$ cat src/rtl/pipelined_control_unit.sv
// Decode and control pipeline for the 16-bit WISC-style 5-stage core.
// It decodes the IF/ID instruction into a control bundle and carries that
// bundle through the ID/EX, EX/MEM and MEM/WB registers. It also detects
// load-use hazards, applies branch flushes and keeps a sticky halt state.
//
// Handshake: id_valid qualifies id_instr. A zero id_instr is treated as a
// bubble. stall is combinational back-pressure: while it is high, the
// front end must hold PC and IF/ID so that the same instruction is offered
// again on the next cycle. flush kills whatever is in ID during that cycle.
module pipelined_control_unit #(
  parameter int INSTR_W    = 16,
  parameter int REG_ADDR_W = 4,
  parameter int ALUOP_W    = 3,
  parameter int ZERO_REG   = 1
) (
  input  logic                  clk,
  input  logic                  rst,
  input  logic [INSTR_W-1:0]    id_instr,
  input  logic                  id_valid,
  input  logic                  flush,
  output logic                  stall,
  output logic                  pc_hold,
  output logic [ALUOP_W-1:0]    ex_alu_op,
  output logic                  ex_alu_src,
  output logic [1:0]            ex_flags_set,
  output logic                  ex_branch,
  output logic                  mem_read,
  output logic                  mem_write,
  output logic                  wb_reg_write,
  output logic [1:0]            wb_data_src,
  output logic [REG_ADDR_W-1:0] wb_rd,
  output logic                  halted
);

  // Full bundle held in ID/EX.
  typedef struct packed {
    logic                  is_lw;
    logic                  is_sw;
    logic                  is_br;
    logic                  is_hlt;
    logic [ALUOP_W-1:0]    alu_op;
    logic                  alu_src;
    logic [1:0]            flags_set;
    logic                  reg_write;
    logic [1:0]            data_src;
    logic [REG_ADDR_W-1:0] rd;
  } ex_ctrl_t;

  // Later stages keep only the fields they still consume.
  typedef struct packed {
    logic                  is_lw;
    logic                  is_sw;
    logic                  is_hlt;
    logic                  reg_write;
    logic [1:0]            data_src;
    logic [REG_ADDR_W-1:0] rd;
  } mem_ctrl_t;

  typedef struct packed {
    logic                  is_hlt;
    logic                  reg_write;
    logic [1:0]            data_src;
    logic [REG_ADDR_W-1:0] rd;
  } wb_ctrl_t;

  ex_ctrl_t  idex, dec;
  mem_ctrl_t exmem;
  wb_ctrl_t  memwb;

  // halt_pend: an HLT has left ID. It keeps pc_hold high and squashes ID.
  logic halt_pend;

  logic [3:0]            op;
  logic [REG_ADDR_W-1:0] f_rd, f_rs, f_rt;
  logic                  id_live;
  logic                  use_rs, use_rt, use_d;
  logic                  hazard;
  logic                  id_hlt;

  assign op   = id_instr[INSTR_W-1 -: 4];
  assign f_rd = id_instr[2*REG_ADDR_W +: REG_ADDR_W];
  assign f_rs = id_instr[REG_ADDR_W +: REG_ADDR_W];
  assign f_rt = id_instr[0 +: REG_ADDR_W];

  // Nothing past a retiring HLT is allowed to enter the pipe.
  assign id_live = id_valid && (id_instr != '0) && !halt_pend && !halted;

  // Decode the ID instruction into its control bundle and its source-register usage.
  always_comb begin
    dec    = '0;
    use_rs = 1'b0;
    use_rt = 1'b0;
    use_d  = 1'b0;
    if (id_live) begin
      dec.rd        = f_rd;
      dec.alu_src   = 1'b1;
      dec.reg_write = 1'b1;
      dec.data_src  = 2'b01;
      if (!op[3]) dec.alu_op = ALUOP_W'(op[2:0]);
      case (op)
        4'h0, 4'h1: begin dec.alu_src = 1'b0; dec.flags_set = 2'b11; use_rs = 1'b1; use_rt = 1'b1; end
        4'h2, 4'h7: begin dec.alu_src = 1'b0; use_rs = 1'b1; use_rt = 1'b1; end
        4'h3:       begin dec.alu_src = 1'b0; dec.flags_set = 2'b01; use_rs = 1'b1; use_rt = 1'b1; end
        4'h4, 4'h5, 4'h6: begin dec.flags_set = 2'b01; use_rs = 1'b1; end
        4'h8:       begin dec.is_lw = 1'b1; dec.data_src = 2'b10; use_rs = 1'b1; end
        4'h9:       begin dec.is_sw = 1'b1; dec.reg_write = 1'b0; use_rs = 1'b1; use_d = 1'b1; end
        4'hA, 4'hB: begin dec.data_src = 2'b11; use_d = 1'b1; end
        4'hC:       begin dec.is_br = 1'b1; dec.alu_op = ALUOP_W'(1); dec.reg_write = 1'b0; end
        4'hD:       begin dec.is_br = 1'b1; dec.alu_op = ALUOP_W'(1); dec.reg_write = 1'b0; use_rs = 1'b1; end
        4'hE:       begin dec.alu_src = 1'b0; dec.data_src = 2'b00; end
        default:    begin dec.is_hlt = 1'b1; dec.reg_write = 1'b0; end
      endcase
      if ((ZERO_REG != 0) && (f_rd == '0)) dec.reg_write = 1'b0;
    end
  end

  // Load-use: the LW in EX targets a register that the ID instruction reads.
  always_comb begin
    hazard = 1'b0;
    if (idex.is_lw && !((ZERO_REG != 0) && (idex.rd == '0)))
      hazard = (use_rs && (f_rs == idex.rd)) ||
               (use_rt && (f_rt == idex.rd)) ||
               (use_d  && (f_rd == idex.rd));
  end

  assign stall   = hazard && !flush;
  assign id_hlt  = dec.is_hlt && !flush;
  assign pc_hold = halt_pend || id_hlt;

  assign ex_alu_op    = idex.alu_op;
  assign ex_alu_src   = idex.alu_src;
  assign ex_flags_set = idex.flags_set;
  assign ex_branch    = idex.is_br;
  assign mem_read     = exmem.is_lw;
  assign mem_write    = exmem.is_sw;
  assign wb_reg_write = memwb.reg_write;
  assign wb_data_src  = memwb.data_src;
  assign wb_rd        = memwb.rd;

  // Advance the stage registers, insert bubbles on flush/stall/halt, and track the halt state.
  always_ff @(posedge clk) begin
    if (rst) begin
      idex      <= '0;
      exmem     <= '0;
      memwb     <= '0;
      halt_pend <= 1'b0;
      halted    <= 1'b0;
    end else begin
      idex  <= (flush || stall || halted) ? '0 : dec;
      exmem <= halted ? '0 : '{is_lw: idex.is_lw, is_sw: idex.is_sw, is_hlt: idex.is_hlt,
                               reg_write: idex.reg_write, data_src: idex.data_src, rd: idex.rd};
      memwb <= halted ? '0 : '{is_hlt: exmem.is_hlt, reg_write: exmem.reg_write,
                               data_src: exmem.data_src, rd: exmem.rd};
      if (id_hlt) halt_pend <= 1'b1;
      if (memwb.is_hlt) halted <= 1'b1;
    end
  end

endmodule

$ cat config.mk
export PLATFORM = sky130hd
export DESIGN_NAME = pipelined_control_unit
export DESIGN_NICKNAME = d
export VERILOG_FILES = /design/src/rtl/pipelined_control_unit.sv
export SDC_FILE = /design/constraint.sdc
export NUM_CORES = 1
export LEC_CHECK = 0
export BUFFER_PORTS_ARGS = -buffer_cell sky130_fd_sc_hd__buf_2
export CORE_MARGIN = 1
export CORE_UTILIZATION = 54
export CTS_CLUSTER_DIAMETER = 120
export CTS_CLUSTER_SIZE = 24
export DETAILED_ROUTE_END_ITERATION = 6
export PLACE_DENSITY_LB_ADDON = 0.05
export SYNTH_ARGS = -nofsm -noshare
export SYNTH_HDL_FRONTEND = slang
export SYNTH_SLANG_ARGS = --single-unit
$ cat constraint.sdc
create_clock -name clk -period 5.1 [get_ports clk]
set_clock_uncertainty 0.15 [all_clocks]
set_input_delay 0.51 -clock clk [delete_from_list [all_inputs] [get_ports clk]]
set_output_delay 0.51 -clock clk [all_outputs]
set_load 0.02 [all_outputs]
==> out/qor.yml <==
outcome:
  status: "finished, final reports clean"
detailed_routing:
  vias: 1015
  totalWireLength_um: 2250
  via_per_inst: 4.93
  wl_per_cell_um: 10.9
  ant_nets: 0
  drtIter0Drc: 22
  drtPass1Iterations: 4
  remaining_drc_errors: 0
finish:
  ff_latch_area_um2: 741
  multiInputGateArea_um2: 579
  design_area_mm2: 0.00168
  fillers: 227
  syn2layout_area_growth_pct: 15.0
  fin_cells: 206
  n_antenna_cell: 0
  layout-drive-gt1-share: 0.295
  final_nets: 195
yosys:
  syn_inst: 147
  synth-edff-count: 0
  synth_top_cells_by_count: "dfxtp_1 (37), and2_1 (18), nor2_1 (13), xor2_1 (12), buf_4 (11)"
  seq_area_frac_synth: 0.508
  synth_area_leaders: "dfxtp_1 (51%), and2_1 (7.7%), xor2_1 (7.2%), buf_4 (5.7%), nor4_1 (3.4%)"
  synth_cell_types: 33
  synth_largest_area_cell: "dfxtp_1"
  ys_async_sr_fraction: 0
  yosys.area.top_type_share: 0.508
  synth-seq-cells: 37
  yosysMostFrequentCell: "dfxtp_1"
  ys.warnings.count: 0
  synth_ff_type: "dfxtp_1"
  syn_area_per_cell_um2: 9.92
  syn-num-nets: 167
  synthesis.area_mm2: 0.00146
floorplan:
  chipHeight_um: 54.0
  core_mm2: 0.00252
  start_util: 0.578
  ios: 39
  rows: 18
  die-area_mm2: 0.00291
  fp.dieW_um: 54.0
pwr:
  powerDensity_mw_per_mm2: 351
  power_mw: 0.589
  switching_share: 0.212
  power_leakage_nw: 0.779
  p_seq_frac: 0.502
  clockPowerShare: 0.428
  p_int_mw: 0.464
  switchingPower_mw: 0.125
  vdd.ir_drop.worst_v: 0.000256
  pwr-share-comb: 0.070
placement:
  gp_congestion: 0.736
  dpl_cell_area_mm2: 0.00157
  portBuffers: 38
  dp_hpwl_um: 1660
  dp_cells: 198
min_path:
  hp-class: "in -> reg"
  worstHoldPathCells: 2
  min_to: "halted"
  hold_path_startpoint: "rst"
critical_path:
  cp.required_ps: 4440
  timing.rr.end: "ex_alu_src"
  worstPathArrival_ps: 1780
  critical-path-top-delay-family: "simple AND/OR/NAND/NOR gates"
  crit_type: "reg -> out"
  critPathCaptureType: "output pin"
  r2r-start: "idex[0]"
  crit_buf_inv: 1
  cp-start-kind: "flop"
  cp_slowest_cell: "nor4b_1"
  startpoint: "halted"
  path_cells: "nor4b_1 > nand2_1 > o31ai_1 > buf_2"
  worst_path_largest_cell_delay_ps: 430
  ff2ff_setup_slack_ps: 3210
  r2r_cells: 4
  cp_max_fo: 4
clock_network:
  hold_buffers: 0
  clock_sinks: 37
  cts_tree: "done"
  clockBufferDepth: 2
  worstSkewPairLatency_ps: 340
  post_cts_buffers: 0
  cts_max_level: 2
  cts_root_buf: "clkbuf_4"
  path_clk_slew_ps: 110
  cts.repair.resized: 0
  numCtsBuffers: 5
sta:
  rsz0062_at_grt: "false"
  hold_viol: 0
  fmax_mhz: 410
  fin_crit_sh: 0.478
  fin_crit_ps: 2440
  worstMarginPinSlew_ps: 733
  tns_ps: 0
  max_slew_margin: 0.509
  setup_viol: 0
  slew_viol_final: 0
global_routing:
  grt_max_degree: 19
  antenna_found_initial: 0
  track_usage: 0.190
  grt_overflow: 0
  grt_pass1_vias: 901
  grt_pass1_wl_um: 3790
job:
  max_cap_viol_count: 0
[power groups by stage]
stage / combinational (mW) / sequential (mW) / clock, mW
2_1_floorplan: 0.0276 / 0.302 / 0
3_3_place_gp: 0.0403 / 0.302 / 0
3_5_place_dp: 0.0417 / 0.302 / 0
4_1_cts: 0.0418 / 0.296 / 0.258
5_1_grt: 0.0468 / 0.296 / 0.273
6_report: 0.0415 / 0.296 / 0.252
[worst register-to-register path: stages, from the launching register on]
cell and delay, ps:
dfxtp_1 400, o41a_1 490, and3_4 200, a211o_4 360, a211oi_1 220
[area by class of cell]
type | instances | area share
clock buffer | 5 | 0.0224
clock inverter | 3 | 0.0410
inverter | 6 | 0.0134
multi-input combinational | 87 | 0.346
sequential | 37 | 0.442
tap | 30 | 0.0224
timing repair buffer | 38 | 0.113
[stage by stage]
| step | setup WS [ps] | hold slack (ps) | utilization |
|---|---|---|---|
| 2_1_floorplan | 2890 | 256 | - |
| 4_1_cts | 2640 | 202 | 0.665 |
| 5_1_grt | 2470 | 195 | 0.665 |
| 3_3_place_gp | 2770 | 258 | 0.623 |
| 3_5_place_dp | 2780 | 261 | 0.623 |
| 6_report | 2660 | 222 | 0.665 |
[metal layers]
metal,track usage,vias up,share of wire
li1,-,533,-
met1,0.226,446,0.45
met2,0.284,31,0.46
met3,0.0819,5,0.069
met4,0.105,0,0.017
met5,0,-,0
[logic make-up after synthesis]
| logic type | count (synthesis) | share of synthesized area |
|---|---|---|
| XOR/XNOR | 13 | 0.0781 |
| buffers and inverters | 23 | 0.0944 |
| AO/OA/AOI/OAI | 14 | 0.0730 |
| AND/OR/NAND/NOR | 60 | 0.246 |
| flip-flops | 37 | 0.508 |
[state kept, by name, summed over array words and instances, names as in the netlist]
name and cells:
idex 10, exmem 8, wb_rd 4, ex_alu_op 3, ex_flags_set 2, wb_data_src 2
ex_alu_src 1, ex_branch 1, halt_pend 1, halted 1, mem_read 1, mem_write 1
memwb 1, wb_reg_write 1
[cells in the final DEF, fill, tap and decap left out, types with 2 or more instances in the layout]
cell type and instances:
buf_2 38, dfxtp_1 37, and2_1 18, nor2_1 13, xor2_1 12, nor4_1 8
inv_1 6, clkbuf_4 5, nand2_1 4, nor3_1 3, nand2b_1 3, o21ai_0 3
a211oi_1 3, a21oi_1 2, nor2b_1 2, nor3_2 2, bufinv_16 2
[worst max path at each step]
stage,endpoint,slack (ps),cells after the start
2_1_floorplan,pc_hold,2890,5
3_3_place_gp,pc_hold,2770,5
3_5_place_dp,pc_hold,2780,6
4_1_cts,pc_hold,2640,4
5_1_grt,pc_hold,2470,4
6_report,pc_hold,2660,4
Note: power is estimated with default switching activity, not from simulation.
